===== src/rtl/dsp_stream_pkg.sv =====
// Shared types and helpers for the sample-stream datapath blocks.
package dsp_stream_pkg;

  typedef enum logic {ST_ACCUM, ST_DUMP} idump_state_t;

  // $clog2 that never returns zero, so a counter always has at least one bit.
  function automatic int clog2_min1(input int n);
    return (n <= 1) ? 1 : $clog2(n);
  endfunction

endpackage


===== src/rtl/integrate_dump.sv =====
// Integrate-and-dump: sums N accepted signed samples and hands one full-precision
// result per window downstream over valid/ready.
module integrate_dump
  import dsp_stream_pkg::*;
#(
  parameter int DATA_W = 24,
  parameter int N      = 8
) (
  input  logic                             clk,
  input  logic                             reset,
  input  logic                             i_valid,
  input  logic [DATA_W:0]                  i_data,
  output logic                             o_ready,
  input  logic                             i_ready,
  output logic [DATA_W+$clog2(N):0]        o_sum,
  output logic                             o_valid
);

  localparam int IN_W  = DATA_W + 1;
  localparam int OUT_W = IN_W + $clog2(N);
  localparam int CNT_W = clog2_min1(N);

  idump_state_t             state_q, state_d;
  logic signed [OUT_W-1:0]  acc_q, acc_d;
  logic signed [OUT_W-1:0]  sum_q, sum_d;
  logic [CNT_W-1:0]         cnt_q, cnt_d;
  logic                     valid_q, valid_d;

  logic signed [OUT_W-1:0]  sample_ext;
  logic                     acc_en;
  logic                     last_sample;

  assign sample_ext  = OUT_W'($signed(i_data));
  assign o_ready     = (state_q == ST_ACCUM) || i_ready;
  assign acc_en      = i_valid && o_ready;
  assign last_sample = (cnt_q == CNT_W'(N - 1));

  always_comb begin
    state_d = state_q;
    acc_d   = acc_q;
    sum_d   = sum_q;
    cnt_d   = cnt_q;
    valid_d = valid_q;
    case (state_q)
      ST_ACCUM: begin
        if (acc_en) begin
          if (last_sample) begin
            sum_d   = acc_q + sample_ext;
            valid_d = 1'b1;
            acc_d   = '0;
            cnt_d   = '0;
            state_d = ST_DUMP;
          end else begin
            acc_d = acc_q + sample_ext;
            cnt_d = cnt_q + CNT_W'(1);
          end
        end
      end
      ST_DUMP: begin
        if (i_ready) begin
          if (i_valid) begin
            // Result leaves and the next window's first sample arrives together.
            if (N == 1) begin
              sum_d = sample_ext;
            end else begin
              valid_d = 1'b0;
              acc_d   = sample_ext;
              cnt_d   = CNT_W'(1);
              state_d = ST_ACCUM;
            end
          end else begin
            valid_d = 1'b0;
            state_d = ST_ACCUM;
          end
        end
      end
      default: state_d = ST_ACCUM;
    endcase
  end

  always_ff @(posedge clk) begin
    if (reset) begin
      state_q <= ST_ACCUM;
      acc_q   <= '0;
      sum_q   <= '0;
      cnt_q   <= '0;
      valid_q <= 1'b0;
    end else begin
      state_q <= state_d;
      acc_q   <= acc_d;
      sum_q   <= sum_d;
      cnt_q   <= cnt_d;
      valid_q <= valid_d;
    end
  end

  assign o_sum   = sum_q;
  assign o_valid = valid_q;

endmodule


===== config.mk =====
export PLATFORM = sky130hd
export DESIGN_NAME = integrate_dump
export DESIGN_NICKNAME = d
export VERILOG_FILES = /design/src/rtl/dsp_stream_pkg.sv /design/src/rtl/integrate_dump.sv
export SDC_FILE = /design/constraint.sdc
export NUM_CORES = 1
export LEC_CHECK = 0
export BUFFER_PORTS_ARGS = -buffer_cell sky130_fd_sc_hd__buf_2
export CAP_MARGIN = 40
export CORE_UTILIZATION = 57
export CTS_CLUSTER_DIAMETER = 30
export CTS_CLUSTER_SIZE = 40
export DETAILED_ROUTE_END_ITERATION = 10
export PLACE_DENSITY = 0.8
export SLEW_MARGIN = 0
export SYNTH_ARGS = -nofsm -noshare
export SYNTH_HDL_FRONTEND = slang
export SYNTH_SLANG_ARGS = --single-unit
export TNS_END_PERCENT = 5

===== constraint.sdc =====
create_clock -name clk -period 3.3 [get_ports clk]
set_input_delay 0.165 -clock clk [delete_from_list [all_inputs] [get_ports clk]]
set_output_delay 0.165 -clock clk [all_outputs]
set_load 0.05 [all_outputs]

==> results.json <==
{
  "p_leak_uw": 0.00189,
  "relSlewSlack_pct": 44.0,
  "required_ps": 3600,
  "yosysSeqAreaShare_pct": 31.4,
  "r2r_cells": 10,
  "initial_core_util_pct": 60.2,
  "dieArea_um2": 7150,
  "cts_htree_levels": 3,
  "drt_first_pass_iters": 8,
  "fp.dieH_um": 84.6,
  "finalHoldViolCount": 0,
  "grt-ovfl-total": 0,
  "hold_path.class": "in2reg",
  "tns_ps": 0,
  "post-route-drc-count": 5,
  "ys_ff_latch": 61,
  "failed_checks": "DRC",
  "synth_edf_count": 0,
  "ioPinCount": 59,
  "cts_resized": 0,
  "ir_drop_mv": 0.329,
  "synth_top_area_cell": "dfxtp_1",
  "dr.first_iter.drc_count": 222,
  "clk_pin_slew_ps": 70,
  "worst_ep_arrival_time_ps": 3310,
  "dpl_worst_slack_ps": 423,
  "core-area_um2": 6460,
  "routed_wirelength_mm": 9.97,
  "die_width_um": 84.6,
  "p_per_area_nw_per_um2": 504,
  "rows": 29,
  "min_period_over_period_pct": 91.2,
  "cts_hold_buf": 0,
  "drv_slew": 0,
  "antenna_left": 0,
  "grt_pass1_vias": 3665,
  "holdPathStages": 2,
  "syn_nets": 566,
  "syn-cell-area_um2": 3890,
  "ys.flop_type": "dfxtp_1",
  "clockBufferDepth": 2,
  "wl_per_cell_um": 15.8,
  "antenna_cells": 0,
  "numCtsBuffers": 9,
  "grt_pass1_wl_mm": 16.9,
  "drive_above_1_share_pct": 15.8,
  "antenna_found_initial": 0,
  "syn_avg_cell_area_um2": 7.67,
  "setup_violations": 0,
  "detail_route.vias_per_cell": 6.21,
  "fin_util_pct": 68.4,
  "skew_ps": 5.06,
  "gp_congestion": 0.874,
  "yosysWarnings": 0,
  "grt_max_degree": 43,
  "ys_async_sr_fraction_pct": 0,
  "dp_hpwl_mm": 7.00,
  "syn_to_final_growth_pct": 13.6,
  "yosysUniqueCellTypes": 55,
  "grt_setup_unrepaired": "no",
  "period_needed_ps": 3010,
  "timing.fmax_mhz": 332,
  "status": "finished with violations",
  "grtUsageTotal_pct": 29.6,
  "clock_latency_ps": 350,
  "max_slew.worst_pin.slew_ps": 840,
  "synth.top_cells.by_area": "dfxtp_1 (31%), ha_1 (9.3%), a21oi_1 (6.4%), nand2_1 (6.3%), nor2_1 (6.3%)",
  "nets": 610,
  "synth_commonest_cells": "nand2_1 (65), nor2_1 (65), dfxtp_1 (61)",
  "cts_setup_buffers": 0,
  "maxCapViolCount": 0,
  "cts_tree": "yes",
  "num_vias": 3934,
  "setup_ws_ps": 291,
  "synthCells": 507,
  "endpoint_kind": "flip-flop",
  "numPortBuffers": 58,
  "crit_path_max_fanout": 4,
  "cts_root_buffer": "clkbuf_8",
  "yosysTopAreaCellShare_pct": 31.4,
  "start_kind": "flip-flop",
  "clock-sinks": 61,
  "critPathKind": "reg2reg"
}
==> cells by family (layout without fill, tap and decap cells) <==
| logic type | after synthesis | count (layout) | synth area share (%) |
|---|---|---|---|
| flip-flops | 61 | 61 | 31.4 |
| XOR/XNOR | 20 | 20 | 4.89 |
| AND/OR/NAND/NOR | 210 | 210 | 24.8 |
| buffers and inverters | 39 | 88 | 3.86 |
| AO/OA/AOI/OAI | 147 | 147 | 25.1 |
| adder cells (fa/ha/maj) | 30 | 30 | 9.85 |
==> layer usage <==
layer / vias up / routed length [um] / share of wire [%] / track usage, %
li1: 1929 / - / - / -
met1: 1835 / 4460 / 45 / 38.2
met2: 153 / 4660 / 47 / 47.2
met3: 17 / 640 / 6.4 / 5.41
met4: 0 / 213 / 2.1 / 15.7
met5: - / 0 / 0 / 0
==> final timing paths <==
kind	startpoint	end	slack, ps
max	acc_q[0]	o_sum[26]	290
min	i_ready	o_valid	10
max reg2reg	acc_q[0]	o_sum[26]	290
min reg2reg	o_sum[21]	o_sum[21]	450
==> placed cells by master (no fill, tap or decap), types with 4 or more instances in the layout <==
master	netlist	final
a31oi_1	6	6
o211ai_1	6	6
dfxtp_1	61	61
and2_1	5	5
buf_2	2	58
or3_1	4	4
a21o_1	9	9
nand2_1	65	65
nor3b_1	8	7
nand3_1	15	15
nor2b_1	7	7
ha_1	29	29
buf_4	0	7
nor3_1	24	24
nor2_1	65	64
a221oi_1	12	12
o21bai_1	5	5
clkbuf_8	0	9
inv_1	7	7
xnor2_1	16	16
a21oi_1	50	50
a211oi_1	15	15
o21ai_0	20	20
nand3b_1	4	4
==> worst max-delay path, stage by stage (launching register included) <==
cell and delay [ps]:
dfxtp_1 320, ha_1 220, fa_1 430, a211oi_1 300
o21ai_0 180, a22oi_1 390, nor2b_1 140, o21ai_0 300
a21oi_1 200, nor4b_1 330, a211o_1 150
==> cell type report <==
| type | count | area, um^2 |
|---|---|---|
| Multi-Input combinational cell | 407 | 2520 |
| Fill cell | 549 | 2040 |
| Sequential cell | 61 | 1220 |
| Timing Repair Buffer | 65 | 343 |
| Clock buffer | 11 | 131 |
| Tap cell | 77 | 96.3 |
| Clock inverter | 5 | 75.1 |
| Inverter | 7 | 26.3 |
==> per-stage QoR <==
| step | instances | total power (uW) | cell area (um^2) | hold WS [ps] |
|---|---|---|---|---|
| 5_1_grt | 633 | 2350 | 4420 | 29.5 |
| 4_1_cts | 633 | 2220 | 4420 | 3.16 |
| 3_3_place_gp | 617 | 1480 | 4210 | 363 |
| 6_report | 633 | 2230 | 4420 | 13.2 |
| 3_5_place_dp | 617 | 1500 | 4210 | 377 |
| 2_1_floorplan | 507 | 1360 | 3890 | 265 |
==> registers in the layout, summed over array words and instances, names as in the netlist <==
name and count:
acc_q 28, cnt_q 3, o_sum 28, o_valid 1, state_q 1
==> power by group <==
part / internal (uW) / switching, uW / total, uW
registers: 785 / 28.9 / 814
clock network: 422 / 306 / 728
logic: 291 / 393 / 684
total: 1500 / 728 / 2230
No activity file was read; power rests on OpenSTA's default activity.
